[src/rtl/fifo_rd_stream_pkg.sv]
// Shared types and constants for the FIFO read-side stream adapter.
// Latency: n/a (declarations only).
// Backpressure: n/a (declarations only).
package fifo_rd_stream_pkg;

   // Number of words the output buffer can hold.
   localparam int BUF_DEPTH = 2;

   // Output buffer occupancy.
   typedef enum logic [1:0] {
      S_EMPTY = 2'd0,
      S_ONE   = 2'd1,
      S_TWO   = 2'd2
   } occ_state_e;

endpackage

[src/rtl/fifo_rd_stream_skid_buf_2.sv]
// Two-entry in-order data/last buffer: the head entry drives the output and the skid entry is behind it.
// Latency: a pushed word is visible at the head output the cycle after the push edge, when the buffer was empty.
// Backpressure: pop is driven by the consumer; the producer must never push while two entries are held.
module skid_buf_2
   import fifo_rd_stream_pkg::*;
#(
   parameter int WIDTH = 8
)
(
   input  logic             clk_i,
   input  logic             rst_n_i,
   input  logic             push_i,
   input  logic [WIDTH-1:0] push_dat_i,
   input  logic             push_last_i,
   input  logic             pop_i,
   output logic [WIDTH-1:0] head_dat_o,
   output logic             head_last_o,
   output logic             skid_last_o,
   output logic [1:0]       occ_o
);

   occ_state_e       state_q, state_d;
   logic [WIDTH-1:0] head_dat_q, head_dat_d;
   logic [WIDTH-1:0] skid_dat_q, skid_dat_d;
   logic             head_last_q, head_last_d;
   logic             skid_last_q, skid_last_d;

   // Occupancy state and both storage entries; reset discards everything held.
   always_ff @(posedge clk_i or negedge rst_n_i) begin
      if (!rst_n_i) begin
         state_q     <= S_EMPTY;
         head_dat_q  <= '0;
         skid_dat_q  <= '0;
         head_last_q <= 1'b0;
         skid_last_q <= 1'b0;
      end else begin
         state_q     <= state_d;
         head_dat_q  <= head_dat_d;
         skid_dat_q  <= skid_dat_d;
         head_last_q <= head_last_d;
         skid_last_q <= skid_last_d;
      end
   end

   // Next occupancy and entry movement; the head only changes on a pop or when filling an empty buffer.
   always_comb begin
      state_d     = state_q;
      head_dat_d  = head_dat_q;
      skid_dat_d  = skid_dat_q;
      head_last_d = head_last_q;
      skid_last_d = skid_last_q;
      case (state_q)
         S_EMPTY: begin
            if (push_i) begin
               head_dat_d  = push_dat_i;
               head_last_d = push_last_i;
               state_d     = S_ONE;
            end
         end
         S_ONE: begin
            case ({push_i, pop_i})
               2'b10: begin
                  skid_dat_d  = push_dat_i;
                  skid_last_d = push_last_i;
                  state_d     = S_TWO;
               end
               2'b01: state_d = S_EMPTY;
               2'b11: begin
                  head_dat_d  = push_dat_i;
                  head_last_d = push_last_i;
               end
               default: ;
            endcase
         end
         S_TWO: begin
            if (pop_i) begin
               head_dat_d  = skid_dat_q;
               head_last_d = skid_last_q;
               if (push_i) begin
                  skid_dat_d  = push_dat_i;
                  skid_last_d = push_last_i;
               end else begin
                  state_d = S_ONE;
               end
            end
         end
         default: state_d = S_EMPTY;
      endcase
   end

   assign head_dat_o  = head_dat_q;
   assign head_last_o = head_last_q;
   assign skid_last_o = skid_last_q;
   assign occ_o       = state_q;

   // The upstream credit scheme must make a push into a full buffer impossible.
   a_no_push_when_full: assert property (@(posedge clk_i) disable iff (!rst_n_i)
      !(push_i && (state_q == S_TWO)));

endmodule

[src/rtl/fifo_rd_stream.sv]
// Drains a standard-mode (non-FWFT) FIFO onto a valid/ready stream at up to one word per clock; optional packet Last via FIFO_RD_STREAM_LAST_EN.
// Latency: 2 cycles from FIFO non-empty to o_Tx_Valid with an empty buffer (read strobe, then capture).
// Backpressure: read enables are credit-limited so at most 2 words are buffered or in flight; reading restarts in the same cycle as the freeing pop.
module fifo_rd_stream
   import fifo_rd_stream_pkg::*;
#(
   parameter int WIDTH = 8,
   parameter int LEN_W = 8
)
(
   input  logic             i_Clk,
   input  logic             i_Rst_L,
   output logic             o_Fifo_Rd_En,
   input  logic             i_Fifo_Rd_DV,
   input  logic [WIDTH-1:0] i_Fifo_Rd_Data,
   input  logic             i_Fifo_Empty,
   output logic             o_Tx_Valid,
   output logic [WIDTH-1:0] o_Tx_Data,
   input  logic             i_Tx_Ready,
   output logic             o_Tx_Last,
   input  logic [LEN_W-1:0] i_Pkt_Len,
   output logic             o_Idle
);

   logic [1:0] occ;
   logic       infl_q;
   logic       pop;
   logic       push;
   logic       push_last;
   logic       head_last;
   logic       skid_last;
   logic [2:0] credit;

   assign pop  = o_Tx_Valid & i_Tx_Ready;
   // A data strobe only counts when a read was actually issued after reset.
   assign push = i_Fifo_Rd_DV & infl_q;

   // Words held plus the word in flight must stay below the buffer depth after this cycle's pop.
   assign credit       = {1'b0, occ} + {2'b00, infl_q};
   assign o_Fifo_Rd_En = i_Rst_L & ~i_Fifo_Empty &
                         (credit < (3'(BUF_DEPTH) + {2'b00, pop}));

   assign o_Tx_Valid = (occ != 2'd0);
   assign o_Idle     = (occ == 2'd0) & ~infl_q;

   // Track the read issued last cycle; its data arrives this cycle.
   always_ff @(posedge i_Clk or negedge i_Rst_L) begin
      if (!i_Rst_L) infl_q <= 1'b0;
      else          infl_q <= o_Fifo_Rd_En;
   end

`ifdef FIFO_RD_STREAM_LAST_EN
   logic [LEN_W-1:0] cnt_q, cnt_d;
   logic [LEN_W-1:0] len_q, len_d;
   logic [LEN_W-1:0] pos;
   logic [LEN_W-1:0] len_eff;
   logic             word_ahead;
   logic             ahead_last;

   // Popped-word counter and the length latched at the start of the packet being filled.
   always_ff @(posedge i_Clk or negedge i_Rst_L) begin
      if (!i_Rst_L) begin
         cnt_q <= '0;
         len_q <= '0;
      end else begin
         cnt_q <= cnt_d;
         len_q <= len_d;
      end
   end

   // Packet position of the word entering the buffer: popped count plus any word still held ahead of it.
   always_comb begin
      cnt_d = cnt_q;
      if (pop) cnt_d = head_last ? '0 : cnt_q + LEN_W'(1);
      word_ahead = ((occ == 2'd2) & pop) | ((occ == 2'd1) & ~pop);
      ahead_last = pop ? skid_last : head_last;
      if (!word_ahead)     pos = cnt_d;
      else if (ahead_last) pos = '0;
      else                 pos = cnt_d + LEN_W'(1);
      if (pos == '0) len_eff = (i_Pkt_Len == '0) ? LEN_W'(1) : i_Pkt_Len;
      else           len_eff = len_q;
      push_last = (pos == (len_eff - LEN_W'(1)));
      len_d     = (push && (pos == '0)) ? len_eff : len_q;
   end

   assign o_Tx_Last = head_last;
`else
   logic unused_pkt;
   assign push_last  = 1'b0;
   assign o_Tx_Last  = 1'b0;
   assign unused_pkt = ^{i_Pkt_Len, head_last, skid_last};
`endif

   skid_buf_2 #(
      .WIDTH(WIDTH)
   ) u_buf (
      .clk_i       (i_Clk),
      .rst_n_i     (i_Rst_L),
      .push_i      (push),
      .push_dat_i  (i_Fifo_Rd_Data),
      .push_last_i (push_last),
      .pop_i       (pop),
      .head_dat_o  (o_Tx_Data),
      .head_last_o (head_last),
      .skid_last_o (skid_last),
      .occ_o       (occ)
   );

   // The credit gate must never strobe an empty FIFO.
   a_no_read_empty: assert property (@(posedge i_Clk) disable iff (!i_Rst_L)
      !(o_Fifo_Rd_En && i_Fifo_Empty));

endmodule

[config.mk]
export PLATFORM = sky130hd
export DESIGN_NAME = fifo_rd_stream
export DESIGN_NICKNAME = d
export VERILOG_FILES = /design/src/rtl/fifo_rd_stream_pkg.sv /design/src/rtl/fifo_rd_stream_skid_buf_2.sv /design/src/rtl/fifo_rd_stream.sv
export SDC_FILE = /design/constraint.sdc
export NUM_CORES = 1
export LEC_CHECK = 0
export ABC_CLOCK_PERIOD_IN_PS = 1400
export BUFFER_PORTS_ARGS = -buffer_cell sky130_fd_sc_hd__buf_4
export CORE_MARGIN = 1.5
export CORE_UTILIZATION = 35
export DETAILED_ROUTE_END_ITERATION = 12
export HOLD_SLACK_MARGIN = 0.08
export SYNTH_ARGS = -nofsm -noshare
export SYNTH_HDL_FRONTEND = slang
export SYNTH_SLANG_ARGS = --single-unit
[constraint.sdc]
create_clock -name i_Clk -period 1.4 [get_ports i_Clk]
set_input_delay 0.07 -clock i_Clk [delete_from_list [all_inputs] [get_ports i_Clk]]
set_output_delay 0.07 -clock i_Clk [all_outputs]
set_load 0.05 [all_outputs]
# After elaboration in Yosys (flattened, before gate mapping)
# Index checks and enable logic that the tools add are counted.
op_classes:
  n_reduce_logical: 7
  bitwise: 7
  eq_ne: 12
  add_sub_neg: 2
  order_cmp: 1
  mux: 12
op_table:
  columns: ["cell", "count"]
  rows:
  - ["8-bit two-way mux", 5]
  - ["8-bit one-hot mux with 3 select lines", 1]
  - ["8-bit one-hot mux with 2 select lines", 1]
  - ["4-bit AND reduction", 3]
  - ["2-bit equality test (second input constant)", 3]
  - ["2-bit two-way mux", 3]
  - ["2-bit by 1-bit != test with 1-bit output (second input constant)", 3]
  - ["2-bit != test (second input constant)", 3]
  - ["2-bit one-hot mux with 3 select lines", 1]
  - ["1-bit bitwise AND", 5]
  - ["2-bit by 1-bit equality test with 1-bit output (second input constant)", 2]
  - ["2-bit one-hot mux with 2 select lines", 1]
  - ["2-bit nonzero test", 2]
  - ["2-bit by 1-bit adder with 3-bit output", 1]
  - ["2-bit by 1-bit adder with 3-bit output (first input constant)", 1]
  - ["3-bit < comparator", 1]
  - ["3-bit by 2-bit != test with 1-bit output (second input constant)", 1]
  - ["3-bit nonzero test", 1]
  - ["2-bit zero test", 1]
  - ["1-bit NOT", 2]
totals:
  reg_bits: 19

# Depth between registers and ports, before layout
depth:
  depth_word: 5
  ltp_mapped: 5

# Hierarchy
# A second synthesis with hierarchy kept.
hier_totals:
  cells_unflattened: 78
  hier_area_um2: 1046.0
by_module_without_submodules:
  columns: ["mod", "seq_area_each_um2", "area_each_um2", "cells_per_inst", "instances"]
  rows:
  - ["skid_buf_2", 500.5, 938.4, 65, 1]
  - ["fifo_rd_stream", 25.0, 107.6, 13, 1]

# Least setup slack after synthesis
# No wires, ideal clock.
synth_path:
  kind: "register -> register"
  startpoint: "reg u_buf.state_q[0], in the netlist u_buf.occ_o[0]"
  endpoint: "reg infl_q"
  t_arrival_ns: 1.680
  stages_incl_launch_ff: 6
  slack_ns: -0.494
  n_path_buf: 0
  path_cell_list: "dfrtp_1 ha_1 ha_1 nor2_1 nand2_1 a21oi_1"
synth_between:
  elab_chain_len: 5
synth_lines:
  columns: ["item", "line", "source"]
  rows:
  - ["start, declared", "fifo_rd_stream_skid_buf_2.sv:22", "occ_state_e state_q, state_d;"]
  - ["start signal, assigned", "fifo_rd_stream_skid_buf_2.sv:37", "state_q <= state_d;"]
  - ["2-bit nonzero test", "fifo_rd_stream.sv:43", "assign o_Tx_Valid = (occ != 2'd0);"]
  - ["1-bit bitwise AND", "fifo_rd_stream.sv:34", "assign pop = o_Tx_Valid & i_Tx_Ready;"]
  - ["2-bit by 1-bit adder with 3-bit output", "fifo_rd_stream.sv:41", "(credit < (3'(BUF_DEPTH) + {2'b00, pop}));"]
  - ["3-bit < comparator (*)", "fifo_rd_stream.sv:41", null]
  - ["1-bit bitwise AND (*)", "fifo_rd_stream.sv:40", "assign o_Fifo_Rd_En = i_Rst_L & ~i_Fifo_Empty &"]
  - ["via o_Fifo_Rd_En", "fifo_rd_stream.sv:13", "output logic o_Fifo_Rd_En,"]
  - ["end signal, assigned", "fifo_rd_stream.sv:49", "else infl_q <= o_Fifo_Rd_En;"]
  - ["end, declared", "fifo_rd_stream.sv:26", "logic infl_q;"]
# Mark *: on every way through the listed nets, which the timed path passes. The rest lies on a longest branch.
# A chain may end at the register's enable or synchronous reset.

# Worst setup path in the final report
layout_path:
  startpoint: "reg u_buf.state_q[1], in the netlist u_buf.occ_o[1]"
  endpoint: "out o_Fifo_Rd_En"
layout_between:
  elab_chain_len: 5
layout_lines:
  columns: ["item", "line"]
  rows:
  - ["2-bit nonzero test", "fifo_rd_stream.sv:43"]
  - ["1-bit bitwise AND", "fifo_rd_stream.sv:34"]
  - ["2-bit by 1-bit adder with 3-bit output", "fifo_rd_stream.sv:41"]
  - ["3-bit < comparator (*)", "fifo_rd_stream.sv:41"]
  - ["1-bit bitwise AND (*)", "fifo_rd_stream.sv:40"]
  - ["end, declared", "fifo_rd_stream.sv:13"]
# Mark *: on every way between the ends. The rest lies on a longest branch, timed or not.

==> results by stage <==
Status:
- The flow ran to the end, but the final reports show violations.
- The final reports fail on negative setup slack.

Cells and area:
- Measured on the finished design, the core utilization comes to 63.5%.
- The fraction of final layout cells sized beyond drive strength 1 is 66.1%.
- The area overhead of the layout relative to synthesis is 66.4%.
- The final net count is 148.
- The final antenna diode count is 0.
- The final standard cell count with taps included and fillers excluded is 154.
- Once layout is done, the placed cells without fillers occupy 0.00162 mm2.

Place:
- The number of placed instances, taps included is 131.
- The final weighted congestion of routability-driven global placement is 0.670.
- In this run the tool buffered the top-level ports with 23 buffer cells.
- The placed wire-length estimate is 1.38 mm.
- At the placement stage, the worst setup path has a slack of -146 ps.
- Once placement finished, the instance area stood at 0.00133 mm2.

STA:
- The worst hold slack after final layout is 230 ps.
- The number of hold-slack violations in the final timing report is 0.
- The maximum achievable frequency is 600 MHz.
- The post-route setup TNS is -4160 ps.
- The number of max-slew violations in the final report came to 0.
- The worst path in the final design needs a cycle of 1670 ps, including I/O delays and setup.
- After layout, the worst setup slack is -267 ps.
- Setup repair after global routing could not meet its margin everywhere.
- The final critical-path share of the clock period is 119%.
- The setup clock skew after layout is 5.32 ps.
- The final setup violation count is 20.

Routing:
- The number of remaining DRC errors is 0.
- The final routed wire length divided by cell count is 13.8 um.
- Once detail routing completed, the nets flagged for antenna violations numbered 0.
- The total vias in the final route is 732.
- The first detailed-routing pass ran for 4 iterations.
- After detailed routing, the total wire length is 2.12 mm.
- Using the TritonRoute via totals, the vias-per-cell ratio works out to 4.75.
- The first-iteration detailed-routing DRC count is 14.

Synthesis:
- In this run the mean area of a mapped cell was 13.9 um2.
- Summed over its instances, the top area cell type makes up 49.0% of the synthesized netlist area.
- The post-synthesis sequential area ratio is 49.0%.
- Among all cell types in the netlist, the one instantiated most often is dfrtp_1.
- The most area-hungry cell type in the Yosys netlist is dfrtp_1.
- The most used flip-flop cell after synthesis is dfrtp_1.
- Counting every instance in the synthesized netlist gives 70.
- The fraction of registers with async set or reset after synthesis is 100%.
- The post-synthesis instance area is 971 um2.
- The synthesis-stage register bit count is 19.
- Ranked by instance count, the synthesized netlist is headed by dfrtp_1 (19), mux2_2 (16), mux2_4 (8).
- The count of flip-flops with a built-in enable after synthesis is 0.
- By area the synthesized netlist is led by dfrtp_1 (49%), mux2_2 (19%), mux2_4 (12%).
- For this run, the number of Yosys warnings is 0.
- Synthesis produced a netlist with a net count of 93.
- The number of different library cells used by synthesis comes to 21.

Global routing:
- Global routing finished with a remaining overflow of 0.
- The wire length of the first global-routing pass is 3.64 mm.
- The initial antenna violation count is 0.
- The all-layer global routing usage is 15.0%.
- The maximum number of pins on one net before global-route repair is 20.
- The number of global-route vias before repair is 806.

Run:
- The tool flagged a number of max-cap violations equal to 0.

Die:
- The number of top-level pins is 33.
- The total number of placement rows is 18.
- The starting utilization of the core area is 38.2%.
- The floorplan die area is 0.00310 mm2.
- The core outline area is 0.00254 mm2.
- Measured along the x axis, the die boundary spans 55.7 um.
- Measured along the y axis, the die boundary spans 55.7 um.

Setup path:
- The signal on the critical path passes through buf_6, buf_6, or2_4, nand3b_1, a21oi_4, buf_6.
- The worst setup path is of the register to output pin kind.
- The critical path data arrival time is 1600 ps.
- The worst-path cell with the longest stage delay is dfrtp_1.
- STA classifies the critical path startpoint as a register.
- The critical path's largest stage delay is 430 ps.
- At the worst endpoint, the required time is 1330 ps.
- The type of destination of the critical path is an output pin.
- In this run the worst path has a maximum fanout of 4.
- The most numerous cell type found on the critical path is buf_6.

Clock network:
- TritonCTS built the clock tree.
- The later pin in the worst-skew pair is clocked with a latency of 300 ps.
- The number of H-tree branching levels is 1.
- In this run the clock root is driven by a clkbuf_4.
- The number of buffers inserted during clock tree synthesis is 3.
- The number of sinks driven by the clock tree is 19.
- The maximum count of clock buffers along a single path is 2.
- The post-CTS clock slew at the launch and capture registers of the worst setup and hold paths is 110 ps.

Pwr:
- Dividing total power by cell area gives a power density of 1280 mW/mm2.
- After layout, the design draws a total of 2.07 mW.
- The analysis attributes to cell leakage a power of 0.799 nW.
- The worst-case IR drop observed on VDD is 1120 uV.

Worst hold path:
- The worst hold path belongs to the class input port to register.
-- state kept, by name, summed over array words and instances (netlist names) --
name / cells
infl_q: 1
u_buf.head_dat_o: 8
u_buf.skid_dat_q: 8
u_buf.occ_o: 2
-- critical path, delay by kind of cell (launching register included) --
family	cells	cell delay (ps)
simple gates	2	390
compound gates	1	70
buf+inv	3	410
flops	1	430
-- repair_timing --
action	4_1_cts	5_1_grt
buffers inserted	6	3
setup endpoints to repair	20	20
resized for setup	19	5
pin swaps	6	4
hold endpoints to repair	27	0
hold buffers	9	0
cloned	1	0
-- cells by family (layout without fill, tap and decap cells) --
logic type                 after synthesis  in the layout  share of synthesized area [%]
AOI/OAI and AO/OA                        7              7                           5.28
adders and majority gates                2              2                           2.58
buffers and inverters                    3             56                           3.09
DFF                                     19             19                           49.0
muxes                                   25             25                           32.0
other                                    1              1                          0.386
and+or+nand+nor                         13             14                           7.73
-- layout by cell type (no fill, tap or decap), drive strengths merged --
master,count
buf,43
mux2,24
dfrtp,19
dlygate4sd3,9
clkbuf,4
nand3b,3
nor2,3
nand2,3
a21boi,2
ha,2
and2b,2
or2,1
a21oi,1
nor2b,1
o21ai,1
a22o,1
or3b,1
a21o,1
mux2i,1
o22ai,1
conb,1
-- per-layer routing --
metal  share of wire (%)  wire length, um  global-route usage, %
met2                  48             1020                   24.7
met4                0.66               14                   2.79
met1                  47             1000                   19.2
met5                   0                0                      0
met3                 4.0               84                   5.12
-- area by class of cell --
type	count	area, um2
Clock buffer	4	26.3
Timing Repair Buffer	52	467
Fill cell	193	930
Sequential cell	19	475
Multi-Input combinational cell	49	609
Tap cell	30	37.5
-- where the power goes --
group | total, mW | switching, mW | internal [mW]
clock network | 0.275 | 0.165 | 0.111
logic | 0.998 | 0.503 | 0.494
registers | 0.801 | 0.0944 | 0.706
total | 2.07 | 0.762 | 1.31
-- path summary, 6_finish.rpt --
path,start,end,slack [ps],cells past startpoint
hold reg to reg,u_buf.skid_dat_q[6],u_buf.skid_dat_q[6],520,1
max in group asynchronous,i_Rst_L,u_buf.head_dat_o[2],910,3
hold / removal,i_Tx_Ready,u_buf.occ_o[1],230,4
setup reg to reg,u_buf.occ_o[1],u_buf.head_dat_o[0],-230,6
min in group asynchronous,i_Rst_L,u_buf.occ_o[1],290,3
setup / recovery,u_buf.occ_o[1],o_Fifo_Rd_En,-270,6
Power figures use the tool's default switching activity.
